--- config.mk ---
export PLATFORM = sky130hd
export DESIGN_NAME = store_buffer_flat
export DESIGN_NICKNAME = d
export VERILOG_FILES = /design/src/rtl/mem_pkg.sv /design/src/rtl/store_buffer_if.sv /design/src/rtl/store_buffer_span_overlap.sv /design/src/rtl/store_buffer.sv /design/src/flat_wrapper.sv
export SDC_FILE = /design/constraint.sdc
export NUM_CORES = 1
export LEC_CHECK = 0
export BUFFER_PORTS_ARGS = -buffer_cell sky130_fd_sc_hd__buf_2
export CAP_MARGIN = 10
export CORE_ASPECT_RATIO = 0.75
export CORE_MARGIN = 2
export CORE_UTILIZATION = 50
export DETAILED_ROUTE_END_ITERATION = 12
export GPL_ROUTABILITY_DRIVEN = 0
export PLACE_DENSITY = 0.79
export RECOVER_POWER = 25
export SLEW_MARGIN = 5
export SYNTH_ARGS = -nofsm -noshare
export SYNTH_HDL_FRONTEND = slang
export SYNTH_SLANG_ARGS = --single-unit
--- constraint.sdc ---
create_clock -name clk -period 8.97 [get_ports clk]
set_input_delay 1.3455 -clock clk [delete_from_list [all_inputs] [get_ports clk]]
set_output_delay 1.3455 -clock clk [all_outputs]
set_load 0.03 [all_outputs]
--- src/rtl/mem_pkg.sv ---
// mem_pkg: shared memory-access definitions for the store buffer.
//   SZ_BYTE/SZ_HALF/SZ_WORD - MemSrc size codes (bits [1:0])
//   sb_entry_t              - pending store {addr, data, size}
//   size_bytes()            - byte count of an access from its MemSrc code
package mem_pkg;
  localparam logic [1:0] SZ_BYTE = 2'b00;
  localparam logic [1:0] SZ_HALF = 2'b01;
  localparam logic [1:0] SZ_WORD = 2'b10;

  typedef struct packed {
    logic [31:0] addr;
    logic [31:0] data;
    logic [2:0]  size;
  } sb_entry_t;

  // Codes 10 and 11 are both treated as word accesses.
  function automatic logic [2:0] size_bytes(input logic [2:0] size);
    case (size[1:0])
      SZ_BYTE: return 3'd1;
      SZ_HALF: return 3'd2;
      default: return 3'd4;
    endcase
  endfunction
endpackage

--- src/rtl/store_buffer_if.sv ---
// store_buffer_if: pipeline store/load request and data-memory port bundle.
//   st_*   - store request (valid/addr/data/size) and st_ready
//   ld_*   - load request (valid/addr/size) and ld_stall
//   mem_*  - data memory port (A, WD, WE, MemSrc); empty = no pending stores
//   fwd_*  - forwarded load data, only with STORE_BUFFER_FWD_EN defined
// slave = store buffer side, master = pipeline/memory side.
interface store_buffer_if;
  logic        st_valid;
  logic [31:0] st_addr;
  logic [31:0] st_data;
  logic [2:0]  st_size;
  logic        st_ready;
  logic        ld_valid;
  logic [31:0] ld_addr;
  logic [2:0]  ld_size;
  logic        ld_stall;
  logic [31:0] mem_A;
  logic [31:0] mem_WD;
  logic        mem_WE;
  logic [2:0]  mem_MemSrc;
  logic        empty;
`ifdef STORE_BUFFER_FWD_EN
  logic        fwd_valid;
  logic [31:0] fwd_data;

  modport slave (
    input  st_valid, st_addr, st_data, st_size, ld_valid, ld_addr, ld_size,
    output st_ready, ld_stall, mem_A, mem_WD, mem_WE, mem_MemSrc, empty,
           fwd_valid, fwd_data
  );
  modport master (
    output st_valid, st_addr, st_data, st_size, ld_valid, ld_addr, ld_size,
    input  st_ready, ld_stall, mem_A, mem_WD, mem_WE, mem_MemSrc, empty,
           fwd_valid, fwd_data
  );
`else
  modport slave (
    input  st_valid, st_addr, st_data, st_size, ld_valid, ld_addr, ld_size,
    output st_ready, ld_stall, mem_A, mem_WD, mem_WE, mem_MemSrc, empty
  );
  modport master (
    output st_valid, st_addr, st_data, st_size, ld_valid, ld_addr, ld_size,
    input  st_ready, ld_stall, mem_A, mem_WD, mem_WE, mem_MemSrc, empty
  );
`endif
endinterface

--- src/rtl/store_buffer_span_overlap.sv ---
// span_overlap: combinational byte-span overlap test of two accesses.
//   i_a_addr/i_a_size, i_b_addr/i_b_size - access address and MemSrc size
//   o_overlap - spans [addr, addr+N-1] share at least one byte
// Span ends are computed in 33 bits so nothing wraps past 0xFFFFFFFF.
module span_overlap
  import mem_pkg::*;
(
  input  logic [31:0] i_a_addr,
  input  logic [2:0]  i_a_size,
  input  logic [31:0] i_b_addr,
  input  logic [2:0]  i_b_size,
  output logic        o_overlap
);
  logic [32:0] w_a_hi, w_b_hi;
  assign w_a_hi = {1'b0, i_a_addr} + {30'd0, size_bytes(i_a_size)} - 33'd1;
  assign w_b_hi = {1'b0, i_b_addr} + {30'd0, size_bytes(i_b_size)} - 33'd1;
  assign o_overlap = ({1'b0, i_a_addr} <= w_b_hi) && ({1'b0, i_b_addr} <= w_a_hi);
endmodule

--- src/rtl/store_buffer.sv ---
// store_buffer: in-order FIFO of pending stores sharing one data-memory port
// with loads. Loads own the port unless they overlap a pending store (then
// ld_stall and the buffer drains); otherwise the head entry drains.
//   clk, rst_n - clock, synchronous active-low reset
//   sb         - store_buffer_if.slave (store/load requests, memory port)
// Optional: STORE_BUFFER_FWD_EN adds store-to-load forwarding on an exact
// addr/size match with the youngest overlapping entry (fwd_valid/fwd_data).
module store_buffer
  import mem_pkg::*;
#(
  parameter int DEPTH = 4
) (
  input logic           clk,
  input logic           rst_n,
  store_buffer_if.slave sb
);
  localparam int PW = $clog2(DEPTH);
  localparam int CW = PW + 1;

  sb_entry_t        r_mem [DEPTH];
  logic [PW-1:0]    r_wptr, r_rptr;
  logic [CW-1:0]    r_count;
  logic [DEPTH-1:0] w_live, w_ovl;
  logic             w_hit, w_stall_ovl, w_ld_go, w_drain, w_push;
  sb_entry_t        w_head;

  // Slot g is live when its age (distance from the read pointer) < count.
  for (genvar g = 0; g < DEPTH; g++) begin : g_slot
    logic [PW-1:0] w_age;
    assign w_age     = PW'(g) - r_rptr;
    assign w_live[g] = {1'b0, w_age} < r_count;
    span_overlap u_ov (
      .i_a_addr (sb.ld_addr),
      .i_a_size (sb.ld_size),
      .i_b_addr (r_mem[g].addr),
      .i_b_size (r_mem[g].size),
      .o_overlap(w_ovl[g])
    );
  end

  assign w_hit  = |(w_live & w_ovl);
  assign w_head = r_mem[r_rptr];

`ifdef STORE_BUFFER_FWD_EN
  logic [PW-1:0] w_young;
  logic          w_fwd_ok;
  sb_entry_t     w_yent;

  // Walk oldest to youngest; the last live overlapping slot wins.
  always_comb begin
    w_young = r_rptr;
    for (int k = 0; k < DEPTH; k++)
      if ((CW'(k) < r_count) && w_ovl[r_rptr + PW'(k)]) w_young = r_rptr + PW'(k);
  end

  assign w_yent      = r_mem[w_young];
  assign w_fwd_ok    = (w_yent.addr == sb.ld_addr) && (w_yent.size[1:0] == sb.ld_size[1:0]);
  assign w_stall_ovl = w_hit && !w_fwd_ok;
  assign sb.fwd_valid = rst_n && sb.ld_valid && w_hit && w_fwd_ok;

  // Same extension as the memory load path: ld_size[2]=1 means unsigned.
  always_comb begin
    sb.fwd_data = '0;
    if (sb.fwd_valid)
      case (sb.ld_size[1:0])
        SZ_BYTE: sb.fwd_data = sb.ld_size[2] ? {24'd0, w_yent.data[7:0]}
                                             : {{24{w_yent.data[7]}}, w_yent.data[7:0]};
        SZ_HALF: sb.fwd_data = sb.ld_size[2] ? {16'd0, w_yent.data[15:0]}
                                             : {{16{w_yent.data[15]}}, w_yent.data[15:0]};
        default: sb.fwd_data = w_yent.data;
      endcase
  end
`else
  assign w_stall_ovl = w_hit;
`endif

  // Outputs are forced to their idle values while rst_n is low.
  assign sb.ld_stall = rst_n && sb.ld_valid && w_stall_ovl;
  assign w_ld_go     = rst_n && sb.ld_valid && !w_stall_ovl;
  assign w_drain     = rst_n && !w_ld_go && (r_count != '0);
  assign sb.st_ready = !rst_n || (r_count != CW'(DEPTH));
  assign sb.empty    = !rst_n || (r_count == '0);
  assign w_push      = rst_n && sb.st_valid && (r_count != CW'(DEPTH));

  always_comb begin
    sb.mem_A      = '0;
    sb.mem_WD     = '0;
    sb.mem_WE     = 1'b0;
    sb.mem_MemSrc = '0;
    if (w_ld_go) begin
      sb.mem_A      = sb.ld_addr;
      sb.mem_MemSrc = sb.ld_size;
    end else if (w_drain) begin
      sb.mem_A      = w_head.addr;
      sb.mem_WD     = w_head.data;
      sb.mem_WE     = 1'b1;
      sb.mem_MemSrc = w_head.size;
    end
  end

  always_ff @(posedge clk) begin
    if (!rst_n) begin
      r_wptr  <= '0;
      r_rptr  <= '0;
      r_count <= '0;
    end else begin
      if (w_push) begin
        r_mem[r_wptr] <= '{addr: sb.st_addr, data: sb.st_data, size: sb.st_size};
        r_wptr        <= r_wptr + 1'b1;
      end
      if (w_drain) r_rptr <= r_rptr + 1'b1;
      if (w_push && !w_drain)      r_count <= r_count + 1'b1;
      else if (!w_push && w_drain) r_count <= r_count - 1'b1;
    end
  end
endmodule

--- src/flat_wrapper.sv ---
// flat-port wrapper written by rule: the top's interface ports become plain ports
module store_buffer_flat import mem_pkg::*;
#(
  parameter int DEPTH = 4
)
  (clk, rst_n, sb_st_valid, sb_st_addr, sb_st_data, sb_st_size, sb_ld_valid, sb_ld_addr, sb_ld_size, sb_st_ready, sb_ld_stall, sb_mem_A, sb_mem_WD, sb_mem_WE, sb_mem_MemSrc, sb_empty);
  store_buffer_if sb_i ();
  input logic clk;
  input logic rst_n;
  input wire logic [$bits(sb_i.st_valid)-1:0] sb_st_valid;
  input wire logic [$bits(sb_i.st_addr)-1:0] sb_st_addr;
  input wire logic [$bits(sb_i.st_data)-1:0] sb_st_data;
  input wire logic [$bits(sb_i.st_size)-1:0] sb_st_size;
  input wire logic [$bits(sb_i.ld_valid)-1:0] sb_ld_valid;
  input wire logic [$bits(sb_i.ld_addr)-1:0] sb_ld_addr;
  input wire logic [$bits(sb_i.ld_size)-1:0] sb_ld_size;
  output wire logic [$bits(sb_i.st_ready)-1:0] sb_st_ready;
  output wire logic [$bits(sb_i.ld_stall)-1:0] sb_ld_stall;
  output wire logic [$bits(sb_i.mem_A)-1:0] sb_mem_A;
  output wire logic [$bits(sb_i.mem_WD)-1:0] sb_mem_WD;
  output wire logic [$bits(sb_i.mem_WE)-1:0] sb_mem_WE;
  output wire logic [$bits(sb_i.mem_MemSrc)-1:0] sb_mem_MemSrc;
  output wire logic [$bits(sb_i.empty)-1:0] sb_empty;
  assign sb_i.st_valid = sb_st_valid;
  assign sb_i.st_addr = sb_st_addr;
  assign sb_i.st_data = sb_st_data;
  assign sb_i.st_size = sb_st_size;
  assign sb_i.ld_valid = sb_ld_valid;
  assign sb_i.ld_addr = sb_ld_addr;
  assign sb_i.ld_size = sb_ld_size;
  assign sb_st_ready = sb_i.st_ready;
  assign sb_ld_stall = sb_i.ld_stall;
  assign sb_mem_A = sb_i.mem_A;
  assign sb_mem_WD = sb_i.mem_WD;
  assign sb_mem_WE = sb_i.mem_WE;
  assign sb_mem_MemSrc = sb_i.mem_MemSrc;
  assign sb_empty = sb_i.empty;
  store_buffer #(.DEPTH(DEPTH)) u_core (.clk(clk), .rst_n(rst_n), .sb(sb_i));
endmodule
==> results.sh, run 1 <==
export IMPL_clk_insertion_delay_late_ns=0.59
export IMPL_ys_ff_latch=277
export IMPL_async_reset_ff_frac=0
export IMPL_drv_cap=0
export IMPL_fin_skew_ns=0.01347
export IMPL_io_buffers=176
export IMPL_whs_path_depth=2
export IMPL_via_per_inst=6.380
export IMPL_clock_sinks=277
export IMPL_worst_r2r_cell_count=32
export IMPL_setup_viol=23
export IMPL_core_um2=48960
export IMPL_fmax_ghz=0.1110
export IMPL_overflow=0
export IMPL_netlist_area_leader_share=0.3233
export IMPL_drt_first_iter_violations=2612
export IMPL_startpoint_type="register"
export IMPL_max_slew_margin=0.2504
export IMPL_cpPeakStageDelay_ns=0.51
export IMPL_synth_area_um2=24890
export IMPL_reg2reg_slack_ns=0.93
export IMPL_min_to="u_core.r_wptr[1]"
export IMPL_synth_fp_nets=2993
export IMPL_yosysUniqueCellTypes=73
export IMPL_hold_slack_ns=0.5123
export IMPL_fp_dieH_um=197.2
export IMPL_drt_total_wl_um=80460
export IMPL_cts_tree="done"
export IMPL_drtPass1Iterations=6
export IMPL_synth_most_common_cell="ha_1"
export IMPL_cts_buffers=28
export IMPL_critPathKind="register to output port"
export IMPL_worst_path_max_delay_cell="nor3_2"
export IMPL_ys_top_cells_by_area="edfxtp_1 32%, ha_1 22%, mux4_2 6.1%, a21oi_1 4.1%, inv_1 4.0%"
export IMPL_required_ns=7.62
export IMPL_avgSynthCellArea_um2=10.16
export IMPL_track_usage=0.3046
export IMPL_cts_max_path_buffers=3
export IMPL_io_pins=177
export IMPL_antenna_left=0
export IMPL_grt_first_pass_wirelength_um=120000
export IMPL_arrival_ns=7.66
export IMPL_cellPowerDensity_nw_per_um2=187.6
export IMPL_drc=0
export IMPL_fin_setup_tns_ns=-0.4589
export IMPL_status="complete, but fails checks"
export IMPL_die_w_um=261.6
export IMPL_timing_rr_end="u_core.r_count[2]"
export IMPL_p_leak_nw=12.95
export IMPL_wire_per_inst_um=23.64
export IMPL_final_min_clock_period_ns=9.006
export IMPL_setup_slack_ns=-0.03584
export IMPL_hold_viol_final=0
export IMPL_num_vias=21716
export IMPL_dp_hpwl_um=63130
export IMPL_place_ws_ns=-0.06428
export IMPL_hold_buffers=0
export IMPL_synthCells=2450
export IMPL_fillers=4019
export IMPL_hp_class="register to register"
export IMPL_endpoint_kind="output port"
export IMPL_root_buffer="clkbuf_16"
export IMPL_cts_htree_levels=1
export IMPL_rows=70
export IMPL_synth_edff_count=268
export IMPL_layout_drive_gt1_share=0.1679
export IMPL_rsz0062_at_grt="yes"
export IMPL_yosys_warnings=0
export IMPL_die_area_um2=51600
export IMPL_violations="setup timing"
export IMPL_yosysTopAreaCell="edfxtp_1"
export IMPL_grt_max_degree=68
export IMPL_antenna_found_initial=8
export IMPL_synth_common_cells="431 x ha_1, 268 x edfxtp_1, 265 x inv_1"
export IMPL_finalMaxSlewViolations=0
export IMPL_worstMarginPinSlew_ns=1.124
export IMPL_hp_start="u_core.r_wptr[1]"
export IMPL_synthFlopType="edfxtp_1"
export IMPL_crit_reg2reg_launch="u_core.r_mem[2][1]"
export IMPL_worstPathMaxFanout=13
export IMPL_syn_to_final_growth_pct=15.59
export IMPL_post_route_period_util=1.004
export IMPL_nets=3272
export IMPL_grt_pass1_vias=20780
export IMPL_clkSlewWorstSetupHoldPaths_ns=0.06
export IMPL_ir_drop_v=0.0002055
export IMPL_yosysSeqAreaShare=0.3305
export IMPL_initial_core_util=0.5084
critical path, delay by kind of cell (launching register included):
family | cells | cell delay [ns]
compound gates | 11 | 3.15
simple gates | 6 | 1.27
fa+ha+maj | 4 | 1.26
buf+inv | 6 | 0.80
flops | 1 | 0.42
xor+xnor | 1 | 0.16
registers in the layout (all words and copies together), names as in the netlist, named ones only:
signal,count
u_core.r_rptr,2
u_core.r_count,3
u_core.r_mem,268
u_core.r_wptr,2
repair_timing:
action                                  4_1_cts  5_1_grt
gates resized for setup                      27      110
endpoints found under the setup margin       69       69
cloned                                        1        0
setup buffers                                 3       20
pin swaps                                     7       57
power breakdown:
group | internal (mW) | total (mW) | leakage (nW) | switching (mW)
sequential | 1.50 | 1.65 | 2.51 | 0.143
combinational | 1.10 | 2.56 | 9.99 | 1.46
clock | 0.668 | 1.20 | 0.447 | 0.527
final cells by class:
class	count	area, um2	area share
Clock buffer	34	723.2	0.02513
Timing Repair Buffer	285	1808	0.06284
Inverter	265	994.7	0.03457
Antenna cell	5	12.51	0.0004349
Multi-Input combinational cell	1872	15990	0.5556
Tap cell	648	810.8	0.02818
Clock inverter	18	201.4	0.007001
Sequential cell	277	8235	0.2862
cells by family (layout without fill, tap and decap cells):
group / Yosys count / in the layout / share of synthesized area
compound gates: 623 / 623 / 0.1608
xor+xnor: 139 / 139 / 0.04891
fa+ha+maj: 440 / 440 / 0.2227
buf+inv: 301 / 602 / 0.04589
flops: 277 / 277 / 0.3305
mux: 108 / 108 / 0.07710
other cells: 0 / 5 / 0
simple gates: 562 / 562 / 0.1140
layer usage:
metal,track usage,up-vias,share of wire
met1,0.4351,10366,0.41
met5,0,-,0.00042
met3,0.08866,204,0.14
li1,-,9804,-
met4,0.08691,6,0.031
met2,0.4474,1336,0.42
worst max-delay path by stage:
stage / startpoint / slack, ns / end
floorplan: sb_ld_size[1] / 0.59 / sb_mem_A[25]
global placement: sb_ld_size[1] / 0.03 / sb_mem_A[24]
detailed placement: sb_ld_size[1] / -0.06 / sb_mem_A[1]
CTS: u_core.r_mem[0][1] / 0.00005 / sb_mem_A[2]
global route: u_core.r_mem[2][1] / -0.15 / sb_mem_A[22]
finish: u_core.r_mem[2][1] / -0.04 / sb_mem_WD[4]
layout by cell type (no fill, tap or decap), types with 50 or more instances in the layout:
master / count
o21ai_0: 102
a21oi_1: 193
buf_4: 116
xnor2_1: 65
ha_1: 428
edfxtp_1: 268
nand2_1: 133
nand4_1: 60
nand3_1: 50
mux4_2: 67
buf_2: 117
xor2_1: 69
a21o_1: 97
inv_1: 261
nor2_1: 103
metrics by stage:
| stage | std cells | total power, mW | area (um2) | util |
|---|---|---|---|---|
| final | 3404 | 5.399 | 28770 | 0.5877 |
| after global placement | 3324 | 3.934 | 27170 | 0.5550 |
| after CTS | 3380 | 5.274 | 28280 | 0.5776 |
| after detailed placement | 3324 | 4.019 | 27170 | 0.5550 |
| after floorplan | 2450 | 3.211 | 24890 | - |
| after global routing | 3401 | 5.661 | 28770 | 0.5875 |
Power figures use the tool's default switching activity.
==> inputs of run 2 (changes only) <==
Settings changed: CORE_UTILIZATION 50 to 52, PLACE_DENSITY 0.79 to 0.81, SLEW_MARGIN 5 to unset.
==> run 2 against run 1 <==
The flow now finishes without violations. Register-to-register slack improved by 0.13 ns. Wire length up 1.4%. Final area is 0.39% lower. Combinational power is essentially flat. Critical path depth grew 7. Core utilization is 1.8 points higher. First-iteration DRC count is 4.3% higher. Via count increased by 0.11%. Critical path type is now primary input to output port. Critical endpoint is now sb_mem_A[2]. Highest routed layer unchanged.
==> results.sh, run 2 (synthesized netlist as in run 1, its figures left out) <==
export IMPL_status="finished clean"
export IMPL_worst_path_max_delay_cell="fa_2"
export IMPL_via_per_inst=6.443
export IMPL_die_w_um=256.6
export IMPL_syn_to_final_growth_pct=15.13
export IMPL_hold_slack_ns=0.5068
export IMPL_worstPathMaxFanout=7
export IMPL_grt_first_pass_wirelength_um=121200
export IMPL_fillers=3844
export IMPL_cp_top_family="compound AO/OA/AOI/OAI gates"
export IMPL_finalMaxSlewViolations=0
export IMPL_fin_skew_ns=0.04739
export IMPL_cts_max_path_buffers=3
export IMPL_rows=69
export IMPL_drt_total_wl_um=81620
export IMPL_required_ns=7.62
export IMPL_nets=3253
export IMPL_antenna_left=0
export IMPL_stdcell_count=3374
export IMPL_placedCellCount=3292
export IMPL_initial_core_util=0.5262
export IMPL_arrival_ns=7.51
export IMPL_final_core_util=0.6058
export IMPL_max_slew_margin=0.2392
export IMPL_crit_top_cell="buf_4"
export IMPL_startpoint_type="primary input"
export IMPL_drtPass1Iterations=8
export IMPL_io_pins=177
export IMPL_io_buffers=176
export IMPL_reg_top3="u_core.r_mem (268), u_core.r_count (3)"
export IMPL_crit_buf_inv=10
export IMPL_layout_drive_gt1_share=0.1581
export IMPL_drc=0
export IMPL_cts_buffers=29
export IMPL_p_leak_nw=12.89
export IMPL_root_buffer="clkbuf_16"
export IMPL_multi_input_area_um2=15930
export IMPL_cellPowerDensity_nw_per_um2=191.4
export IMPL_worstMarginPinSlew_ns=1.141
export IMPL_ir_drop_v=0.0002024
export IMPL_track_usage=0.3144
export IMPL_dp_hpwl_um=62590
export IMPL_largest_reg_flops=268
export IMPL_cpPeakStageDelay_ns=0.37
export IMPL_final_min_clock_period_ns=8.852
export IMPL_overflow=0
export IMPL_antenna_found_initial=6
export IMPL_drt_first_iter_violations=2724
export IMPL_post_route_period_util=0.9868
export IMPL_wire_per_inst_um=24.19
export IMPL_clkSlewWorstSetupHoldPaths_ns=0.06
export IMPL_fp_dieH_um=193.5
export IMPL_critPathKind="primary input to output port"
export IMPL_place_ws_ns=-0.2260
export IMPL_endpoint_kind="output port"
export IMPL_mostFrequentLayoutCells="427 x ha_1, 268 x edfxtp_1, 263 x inv_1, 193 x a21oi_1, 135 x nand2_1"
export IMPL_clk_insertion_delay_late_ns=0.63
export IMPL_cts_htree_levels=1
export IMPL_num_vias=21739
export IMPL_core_um2=47310
export IMPL_fmax_ghz=0.1130
export IMPL_regMostFlops="u_core.r_mem"
export IMPL_grt_max_degree=68
export IMPL_regArea_um2=8235
export IMPL_setup_slack_ns=0.1182
export IMPL_hold_viol_final=0
export IMPL_grt_pass1_vias=21128
export IMPL_layout_commonest_cell="ha_1"
export IMPL_clock_sinks=277
export IMPL_setup_viol=0
export IMPL_die_area_um2=49650
export IMPL_cts_tree="done"
export IMPL_hp_class="register to register"
export IMPL_power_total_mw=5.484
export IMPL_drv_cap=0
[run 2: worst paths after layout]
check | slack [ns] | end | from | cells past startpoint
max | 0.12 | sb_mem_A[2] | sb_ld_size[1] | 35
min | 0.51 | u_core.r_wptr[1] | u_core.r_wptr[1] | 2
max reg2reg | 1.06 | u_core.r_count[2] | u_core.r_mem[1][1] | 38
min reg2reg | 0.51 | u_core.r_wptr[1] | u_core.r_wptr[1] | 2
[run 2: layout make-up]
| class | instances | area share |
|---|---|---|
| Tap cell | 639 | 0.02790 |
| Antenna cell | 2 | 0.0001746 |
| Clock buffer | 32 | 0.02571 |
| Timing Repair Buffer | 265 | 0.05959 |
| Inverter | 265 | 0.03471 |
| Clock inverter | 22 | 0.008819 |
| Sequential cell | 277 | 0.2873 |
| Multi-Input combinational cell | 1872 | 0.5558 |
[run 2: report_power, final]
group          total, mW  switching (mW)  internal, mW
Combinational       2.55            1.45          1.10
Sequential          1.65           0.148          1.50
Clock               1.29           0.568         0.718
Total               5.48            2.17          3.32
[run 2: repair_timing]
item / in CTS / in global routing
pin swaps: 5 / 42
resized for setup: 27 / 106
buffers inserted: 4 / 19
setup endpoints to repair: 69 / 69
hold buffers: 0 / 0
cloned: 0 / 4
[run 2: per-stage QoR]
stage	instance area [um2]	setup TNS, ns
2_1_floorplan	24890	0
3_3_place_gp	26960	-6.648
3_5_place_dp	26960	-10.32
4_1_cts	28130	0
5_1_grt	28660	-2.569
6_report	28660	0
[run 2: worst register-to-register path, delay by kind of cell, from the launching register on]
family          cells  cell delay [ns]
fa+ha+maj           6             1.69
xor+xnor            2             0.26
compound gates     13             3.08
flops               1             0.44
simple gates        9             1.26
buf+inv             8             1.11
[run 2: layer usage]
metal	vias to the layer above	GRT usage	wire length, um
met5	-	0	33
met4	6	0.09668	2882
met3	242	0.08032	10760
met2	1293	0.4759	34520
met1	10429	0.4429	33430
li1	9769	-	-
